`src/rtl/inst_encoder.sv`:
```
// rtl/inst_encoder.sv - symbolic RV32 instruction encoder and instruction-memory loader
// Two-stage pipeline: E holds the freshly encoded word, W drives the memory write port.
module inst_encoder #(
  parameter logic [31:0] BASE_ADDR = 32'h0,
  parameter int          DEPTH     = 256,
  localparam int         CW        = $clog2(DEPTH) + 1
) (
  input  logic          clk_i,
  input  logic          rst_i,
  input  logic          req_valid_i,
  output logic          req_ready_o,
  input  logic [2:0]    kind_i,
  input  logic [6:0]    funct7_i,
  input  logic [2:0]    funct3_i,
  input  logic [4:0]    rd_i,
  input  logic [4:0]    rs1_i,
  input  logic [4:0]    rs2_i,
  input  logic [12:0]   imm_i,
  input  logic          clear_i,
  output logic          imem_we_o,
  output logic [31:0]   imem_addr_o,
  output logic [31:0]   imem_data_o,
  input  logic          imem_ready_i,
  output logic [CW-1:0] count_o,
  output logic          full_o,
  output logic          err_o
);

  localparam logic [CW:0] DEPTH_W = (CW+1)'(DEPTH);

  localparam logic [6:0] OP_R    = 7'b0110011;
  localparam logic [6:0] OP_LW   = 7'b0000011;
  localparam logic [6:0] OP_SW   = 7'b0100011;
  localparam logic [6:0] OP_BEQ  = 7'b1100011;
  localparam logic [6:0] OP_ADDI = 7'b0010011;

  logic          e_valid_q, e_valid_d;
  logic [31:0]   e_data_q,  e_data_d;
  logic          w_valid_q, w_valid_d;
  logic [31:0]   w_data_q,  w_data_d;
  logic [CW-1:0] count_q,   count_d;
  logic          err_q,     err_d;

  logic [31:0]   enc_word;
  logic          req_bad;
  logic          e_move;
  logic          w_done;
  logic          accept;
  logic          accept_ok;
  logic [CW:0]   inflight;
  logic          full;

  // Each kind only places the fields it owns; anything else stays zero.
  always_comb begin
    enc_word = 32'h0;
    req_bad  = 1'b0;
    case (kind_i)
      3'd0: enc_word = {funct7_i, rs2_i, rs1_i, funct3_i, rd_i, OP_R};
      3'd1: enc_word = {imm_i[11:0], rs1_i, 3'b010, rd_i, OP_LW};
      3'd2: enc_word = {imm_i[11:5], rs2_i, rs1_i, 3'b010, imm_i[4:0], OP_SW};
      3'd3: begin
        enc_word = {imm_i[12], imm_i[10:5], rs2_i, rs1_i, 3'b000,
                    imm_i[4:1], imm_i[11], OP_BEQ};
        req_bad  = imm_i[0];
      end
      3'd4: enc_word = {imm_i[11:0], rs1_i, 3'b000, rd_i, OP_ADDI};
      default: req_bad = 1'b1;
    endcase
  end

  assign e_move   = e_valid_q && (!w_valid_q || imem_ready_i);
  assign w_done   = w_valid_q && imem_ready_i;
  assign inflight = {1'b0, count_q} + {{CW{1'b0}}, e_valid_q} + {{CW{1'b0}}, w_valid_q};
  assign full     = (inflight == DEPTH_W);

  assign req_ready_o = !clear_i && !full && (!e_valid_q || e_move);
  assign accept      = req_valid_i && req_ready_o;
  assign accept_ok   = accept && !req_bad;

  always_comb begin
    e_valid_d = e_valid_q;
    e_data_d  = e_data_q;
    w_valid_d = w_valid_q;
    w_data_d  = w_data_q;
    count_d   = count_q;
    err_d     = err_q;
    if (clear_i) begin
      e_valid_d = 1'b0;
      w_valid_d = 1'b0;
      count_d   = '0;
      err_d     = 1'b0;
    end else begin
      if (accept && req_bad) begin
        err_d = 1'b1;
      end
      // E refills only when it is empty or handing its word to W this cycle.
      if (e_move || !e_valid_q) begin
        e_valid_d = accept_ok;
        if (accept_ok) begin
          e_data_d = enc_word;
        end
      end
      if (e_move) begin
        w_valid_d = 1'b1;
        w_data_d  = e_data_q;
      end else if (w_done) begin
        w_valid_d = 1'b0;
      end
      if (w_done) begin
        count_d = count_q + CW'(1);
      end
    end
  end

  always_ff @(posedge clk_i or negedge rst_i) begin
    if (!rst_i) begin
      e_valid_q <= 1'b0;
      e_data_q  <= 32'h0;
      w_valid_q <= 1'b0;
      w_data_q  <= 32'h0;
      count_q   <= '0;
      err_q     <= 1'b0;
    end else begin
      e_valid_q <= e_valid_d;
      e_data_q  <= e_data_d;
      w_valid_q <= w_valid_d;
      w_data_q  <= w_data_d;
      count_q   <= count_d;
      err_q     <= err_d;
    end
  end

  // The word in W always carries index count_q, since writes retire in order.
  assign imem_we_o   = w_valid_q;
  assign imem_data_o = w_data_q;
  assign imem_addr_o = BASE_ADDR + {{(30-CW){1'b0}}, count_q, 2'b00};
  assign count_o     = count_q;
  assign full_o      = full;
  assign err_o       = err_q;

endmodule
```
`config.mk`:
```
export PLATFORM = sky130hd
export DESIGN_NAME = inst_encoder
export DESIGN_NICKNAME = d
export VERILOG_FILES = /design/src/rtl/inst_encoder.sv
export SDC_FILE = /design/constraint.sdc
export NUM_CORES = 1
export LEC_CHECK = 0
export ABC_CLOCK_PERIOD_IN_PS = 6700
export BUFFER_PORTS_ARGS = -buffer_cell sky130_fd_sc_hd__buf_2
export CAP_MARGIN = 20
export CELL_PAD_IN_SITES_DETAIL_PLACEMENT = 2
export CELL_PAD_IN_SITES_GLOBAL_PLACEMENT = 2
export CORE_MARGIN = 2
export CORE_UTILIZATION = 35
export CTS_BUF_LIST = sky130_fd_sc_hd__clkbuf_8
export DETAILED_ROUTE_END_ITERATION = 7
export PLACE_DENSITY = 0.95
export SLEW_MARGIN = 10
export SYNTH_ARGS = -nofsm -noshare
export SYNTH_HDL_FRONTEND = slang
export SYNTH_SLANG_ARGS = --single-unit
```
`constraint.sdc`:
```
create_clock -name clk_i -period 6.7 [get_ports clk_i]
set_input_delay 1.34 -clock clk_i [delete_from_list [all_inputs] [get_ports clk_i]]
set_output_delay 1.34 -clock clk_i [all_outputs]
set_load 0.02 [all_outputs]
```
; Word-level counts from Yosys, hierarchy flattened
; Index checks and enable logic that the tools add are counted.
; W data, S select, Z words.
[classes]
muxes = 11
bitwise = 1
n_eq_ne = 5
addsub = 3
reduce_logical = 22
[ops]
columns = operator, n
row1 = $pmux W32 S5, 1
row2 = $mux W9, 2
row3 = $add A10 B1 Y10, 1
row4 = $add A9 B1 Y10, 1
row5 = $eq A10 B9 Y1 const B, 1
row6 = $add A9 B1 Y9 const B, 1
row7 = $logic_and A1 B1 Y1, 7
row8 = $mux W1, 7
row9 = $eq A3 B2 Y1 const B, 2
row10 = $reduce_bool A2 Y1, 3
row11 = $logic_not A1 Y1, 5
row12 = $reduce_or A4 Y1, 1
row13 = $eq A3 B1 Y1 const B, 1
row14 = $eq A3 B3 Y1 const B, 1
row15 = $logic_not A3 Y1, 1
row16 = $reduce_and A3 Y1, 1
row17 = $reduce_bool A3 Y1, 1
row18 = $logic_or A1 B1 Y1, 2
row19 = $pmux W1 S2, 1
row20 = $reduce_and A2 Y1, 1
row21 = $not A1 Y1, 1
[totals]
reg_bits = 76
elab_cells = 48
in_bits = 46

; Longest topological paths before layout
[depth]
ltp_word = 10
mapped_depth = 9

; Worst setup path before layout
; No wires, ideal clock.
[synth_timing]
kind = reg-to-output
startpoint = register count_q[0] (netlist: count_o[0])
endpoint = output port req_ready_o
required_time_ns = 5.360
stages_incl_launch_ff = 8
setup_slack_ns = 3.084
arrival_time_ns = 2.276
cell_sequence = dfrtp_1 -> fa_1 -> ha_1 -> xnor2_1 -> a41oi_2 -> nand4b_4 -> inv_1 -> nor3_1
[synth_via]
elab_chain_len = 6
[synth_rtl]
columns = element, line
row1 = "start, declared", 41  ; logic [CW-1:0] count_q, count_d;
row2 = "start signal, assigned", 128  ; count_q <= count_d;
row3 = $add A9 B1 Y10, 73  ; assign inflight = {1'b0, count_q} + {{CW{1'b0}}, e_valid_q} + {{CW{1'b0}}, w_valid_q};
row4 = $add A10 B1 Y10, 73
row5 = $eq A10 B9 Y1, 74  ; assign full = (inflight == DEPTH_W);
row6 = net full_o, 25  ; output logic full_o,
row7 = $logic_not A1 Y1, 76  ; assign req_ready_o = !clear_i && !full && (!e_valid_q || e_move);
row8 = $logic_and A1 B1 Y1 (2 in series), 76
row9 = "end, declared", 11  ; output logic req_ready_o,
; The timed path passes the listed nets, and every way through them passes these cells.

; Final worst setup path
[layout_timing]
startpoint = register count_q[0] (netlist: count_o[0])
endpoint = output port req_ready_o
[layout_via]
elab_chain_len = 6
[layout_rtl]
columns = element, line
row1 = $add A9 B1 Y10, 73
row2 = $add A10 B1 Y10, 73
row3 = $eq A10 B9 Y1, 74
row4 = $logic_not A1 Y1, 76
row5 = $logic_and A1 B1 Y1 (2 in series), 76
; No other way between the ends.

==> summary by stage <==
Run status
The run finished with clean final reports.

Die
The total die area is ~0.011 mm2. The number of top-level pins is about 120. Measured along the y axis, the die boundary spans ~110 um.

The die boundary width is 106 um. The initialized floorplan defines 37 standard-cell rows. The initial standard-cell utilization of the core is 0.357.

The region available for standard cell placement spans slightly above 0.01 mm2.

Yosys
The number of instances in the synthesized netlist is roughly 300. The predominant post-synthesis flop cell is sky130_fd_sc_hd__dfrtp_1. The flip-flop and latch count after synthesis is 70. The portion of netlist area occupied by mux cells is 0.206. Of the total synthesized cell area, the portion taken by AND, OR, NAND and NOR gates is 0.0985. The number of synthesis warnings is 0. By area the synthesized netlist is led by sky130_fd_sc_hd__dfrtp_1, sky130_fd_sc_hd__mux2_2, sky130_fd_sc_hd__buf_4, sky130_fd_sc_hd__mux2_4, sky130_fd_sc_hd__a22oi_1.

The post-synthesis cell type count is 46. The largest family of logic cells by synthesized area is multiplexers. The share of the Yosys chip area taken by registers is 0.482. The average instance area after synthesis is 11.8 um2. The fraction of post-synthesis cell area in the top cell type by area is 0.482. The number of flops mapped to enable cells by yosys is 0. Of the total synthesized cell area, the portion taken by XOR and XNOR cells is 0.0238. Of all cell types, the one taking the most synthesized area is sky130_fd_sc_hd__dfrtp_1. The synthesized-area fraction occupied by adder cells is 0.0124. Counting flops with an async set or reset pin after synthesis yields a share of 1.00. After synthesis the cells add up to between 0.003 and 0.004 mm2. In the post-synthesis netlist, the cell with the most instances is sky130_fd_sc_hd__dfrtp_1. By count the netlist is led by sky130_fd_sc_hd__dfrtp_1, sky130_fd_sc_hd__mux2_2, sky130_fd_sc_hd__buf_4. The fraction of the mapped netlist area in compound gates is 0.0685.

Timing
The number of slew-limit violations in the final report is 0. The total setup violations reported at the end of the flow is 0. Measured against its own limit, the worst slew margin works out to 0.386. On the final layout, the worst clock skew is roughly 0.011 ns. The post-route fraction of the period consumed by the critical path is 0.577. The aggregate negative setup slack is 0 ns. The timing-limited maximum frequency is approximately 260 MHz.

The total count of hold-check failures in the final report is 0. Setup repair after global routing left no endpoint under its margin. The minimum clock period is approximately 3.9 ns. For the pin with the worst max-slew slack, the measured transition is 0.921 ns.

Critical path
The required time at the endpoint of the critical path is 5.36 ns. The worst setup path is captured at an output pin. The launching point of the worst reg2reg path is count_o[0]. The first element of the critical path is count_o[0].

The type of the worst setup path is reg -> out. In this run the worst path has a maximum fanout of 6. The endpoint arrival time on the critical path is ~2.5 ns. The slowest stage of the critical path is the sky130_fd_sc_hd__dfrtp_1 cell. STA classifies the critical path startpoint as a flop. In this design, the stage delay of the slowest critical-path cell is 0.46 ns. The number of buffers and inverters on the critical path is 2. The kind of cell adding the most delay to the critical path is adder cells. The signal on the critical path passes through fa_1, ha_1, or2_1, a211oi_2, nand4b_4, inv_1, nor3_1, buf_2.

Worst hold path
The startpoint of the most critical hold path is e_data_q[31]. The type of the most critical hold path is reg -> reg.

Routing
The starting DRC count in detailed routing is 96. The overall routed net length is 9.11 mm. The per-cell via count in the routed design is approximately 4.8. Dividing the detail-routed wire length by the instance count gives about 17 um. The count of vias placed by the detailed router is 2,570. The first-pass detailed-route iteration total is 4. The detail route stage leaves a number of antenna-violating nets equal to 0. The DRC violation count after routing is 0.

Clock tree
CTS saw 70 sinks. The clock tree from TritonCTS is built. In this run the deepest clock path goes through 2 buffers. The number of buffers inserted during clock tree synthesis is 9.

The total number of H-tree levels is 3. The latest clock arrival within the worst-skew pair is 0.35 ns. In this run, post-CTS hold repair placed 0 buffers.

The clock transition at the registers of the reported paths is ~0.07 ns. The cell sitting at the root of the clock tree is a sky130_fd_sc_hd__clkbuf_8. In this run, post-CTS repair resized a total of 0 instances. The number of buffers inserted by post-CTS setup repair is 0.

Cells and area
In the final design database the tool counted 441 nets. The number of inserted diodes is 0. The ratio of cells with drive above 1 in the final layout is 0.466.

Compared with the post-synthesis result, the final layout area differs by 16.8%. The finished cells cover roughly 0.0042 mm2.

Run
The total of max-cap violations is 0.

GRT
The via count of the first global-routing pass came to between 2,000 and 3,000. The first global-routing pass estimated between 10 and 15 mm of wire. The largest net degree at the start of global routing is a little over 70. The number of antenna violations at the first check in global routing is 0. Summed over all layers, the global routing overflow is 0. Across every metal layer, demand over resource in global routing totals 0.170.

Pwr
The power density normalized to cell area is roughly 300 mW/mm2. The leakage component of the power is ~2.1 nW. VDD sags by at most 0.152 mV.

Placement
The final estimated routing congestion in global placement is 0.809. The HPWL after detailed placement is around 6.7 mm. The placed instances occupy a cell area of between 0.004 and 0.005 mm2. The number of I/O port buffers is 97.
==> kinds of logic (layout without fill, tap and decap cells) <==
logic type / after synthesis / count (layout)
buffers and inverters: 57 / 122
XOR/XNOR: 9 / 9
multiplexers: 65 / 65
flip-flops: 70 / 70
AO/OA/AOI/OAI: 37 / 37
AND/OR/NAND/NOR: 66 / 66
adder cells (fa/ha/maj): 3 / 3
other: 1 / 25
==> worst register-to-register path, stage by stage (launching register included) <==
cell and delay (ns):
sky130_fd_sc_hd__dfrtp_1 0.46, sky130_fd_sc_hd__fa_1 0.44, sky130_fd_sc_hd__ha_1 0.24, sky130_fd_sc_hd__xnor2_1 0.15, sky130_fd_sc_hd__a41oi_2 0.21, sky130_fd_sc_hd__nand4b_4 0.18
sky130_fd_sc_hd__and4_4 0.55, sky130_fd_sc_hd__mux2_2 0.41
==> stage by stage <==
stage | setup slack (ns) | power (mW) | hold WS (ns) | instances | util
3_3_place_gp | 3.24 | 0.900 | 0.441 | 516 | 0.396
5_1_grt | 2.71 | 1.32 | 0.523 | 533 | 0.416
4_1_cts | 2.81 | 1.27 | 0.507 | 533 | 0.416
6_report | 2.84 | 1.25 | 0.504 | 533 | 0.416
3_5_place_dp | 3.19 | 0.923 | 0.489 | 517 | 0.397
2_1_floorplan | 3.08 | 0.801 | 0.427 | 332 | -
==> where the power goes <==
part | switching [mW] | leakage, nW | internal, mW
sequential | 0.0525 | 0.885 | 0.521
combinational | 0.189 | 1.08 | 0.144
clock | 0.164 | 0.0997 | 0.181
total | 0.406 | 2.06 | 0.846
==> metal layers <==
metal  part of all wire  track usage  vias up  wire (um)
met2               0.52        0.310       80       4770
met1               0.42        0.205     1299       3830
met5                  0            0        -          0
met4              0.011       0.0423        0         97
met3              0.046       0.0346       10        417
li1                   -            -     1181          -
==> placed cells by master, fill, tap and decap left out, types with 3 or more instances in the layout <==
master / Yosys / layout
sky130_fd_sc_hd__a21oi_1: 4 / 4
sky130_fd_sc_hd__nand4_1: 4 / 4
sky130_fd_sc_hd__buf_4: 36 / 4
sky130_fd_sc_hd__mux2i_1: 4 / 4
sky130_fd_sc_hd__nor3_1: 3 / 3
sky130_fd_sc_hd__buf_2: 1 / 96
sky130_fd_sc_hd__o22ai_1: 6 / 6
sky130_fd_sc_hd__a22oi_1: 11 / 11
sky130_fd_sc_hd__dfrtp_1: 70 / 70
sky130_fd_sc_hd__mux2_2: 55 / 55
sky130_fd_sc_hd__mux2_4: 6 / 6
sky130_fd_sc_hd__clkbuf_8: 0 / 10
sky130_fd_sc_hd__xnor2_1: 3 / 3
sky130_fd_sc_hd__o21ai_0: 9 / 9
sky130_fd_sc_hd__nor2b_1: 4 / 4
sky130_fd_sc_hd__conb_1: 1 / 25
sky130_fd_sc_hd__nand2_1: 20 / 20
sky130_fd_sc_hd__inv_1: 5 / 6
sky130_fd_sc_hd__nor2_1: 16 / 16
sky130_fd_sc_hd__xor2_1: 5 / 5
==> flip-flops by register name (all words and copies together), names as in the netlist <==
name         count
imem_we_o        1
err_o            1
e_valid_q        1
count_o          9
imem_data_o     29
e_data_q        29
==> final timing paths <==
check,cells after the start,slack (ns),end
max in group asynchronous,1,4.98,imem_data_o[14]
hold reg to reg,1,0.50,imem_data_o[31]
setup / recovery,8,2.84,req_ready_o
setup reg to reg,7,3.95,e_data_q[18]
hold / removal,1,0.50,imem_data_o[31]
min in group asynchronous,1,1.10,count_o[4]
==> area by class of cell <==
| type | count | area (um2) |
|---|---|---|
| fill | 1112 | 5940 |
| tap | 136 | 170 |
| timing repair buffer | 100 | 510 |
| inverter | 6 | 22.5 |
| sequential | 70 | 1750 |
| clock inverter | 6 | 62.6 |
| clock buffer | 10 | 138 |
| multi-input combinational | 205 | 1590 |
(Power assumes the default switching activity.)
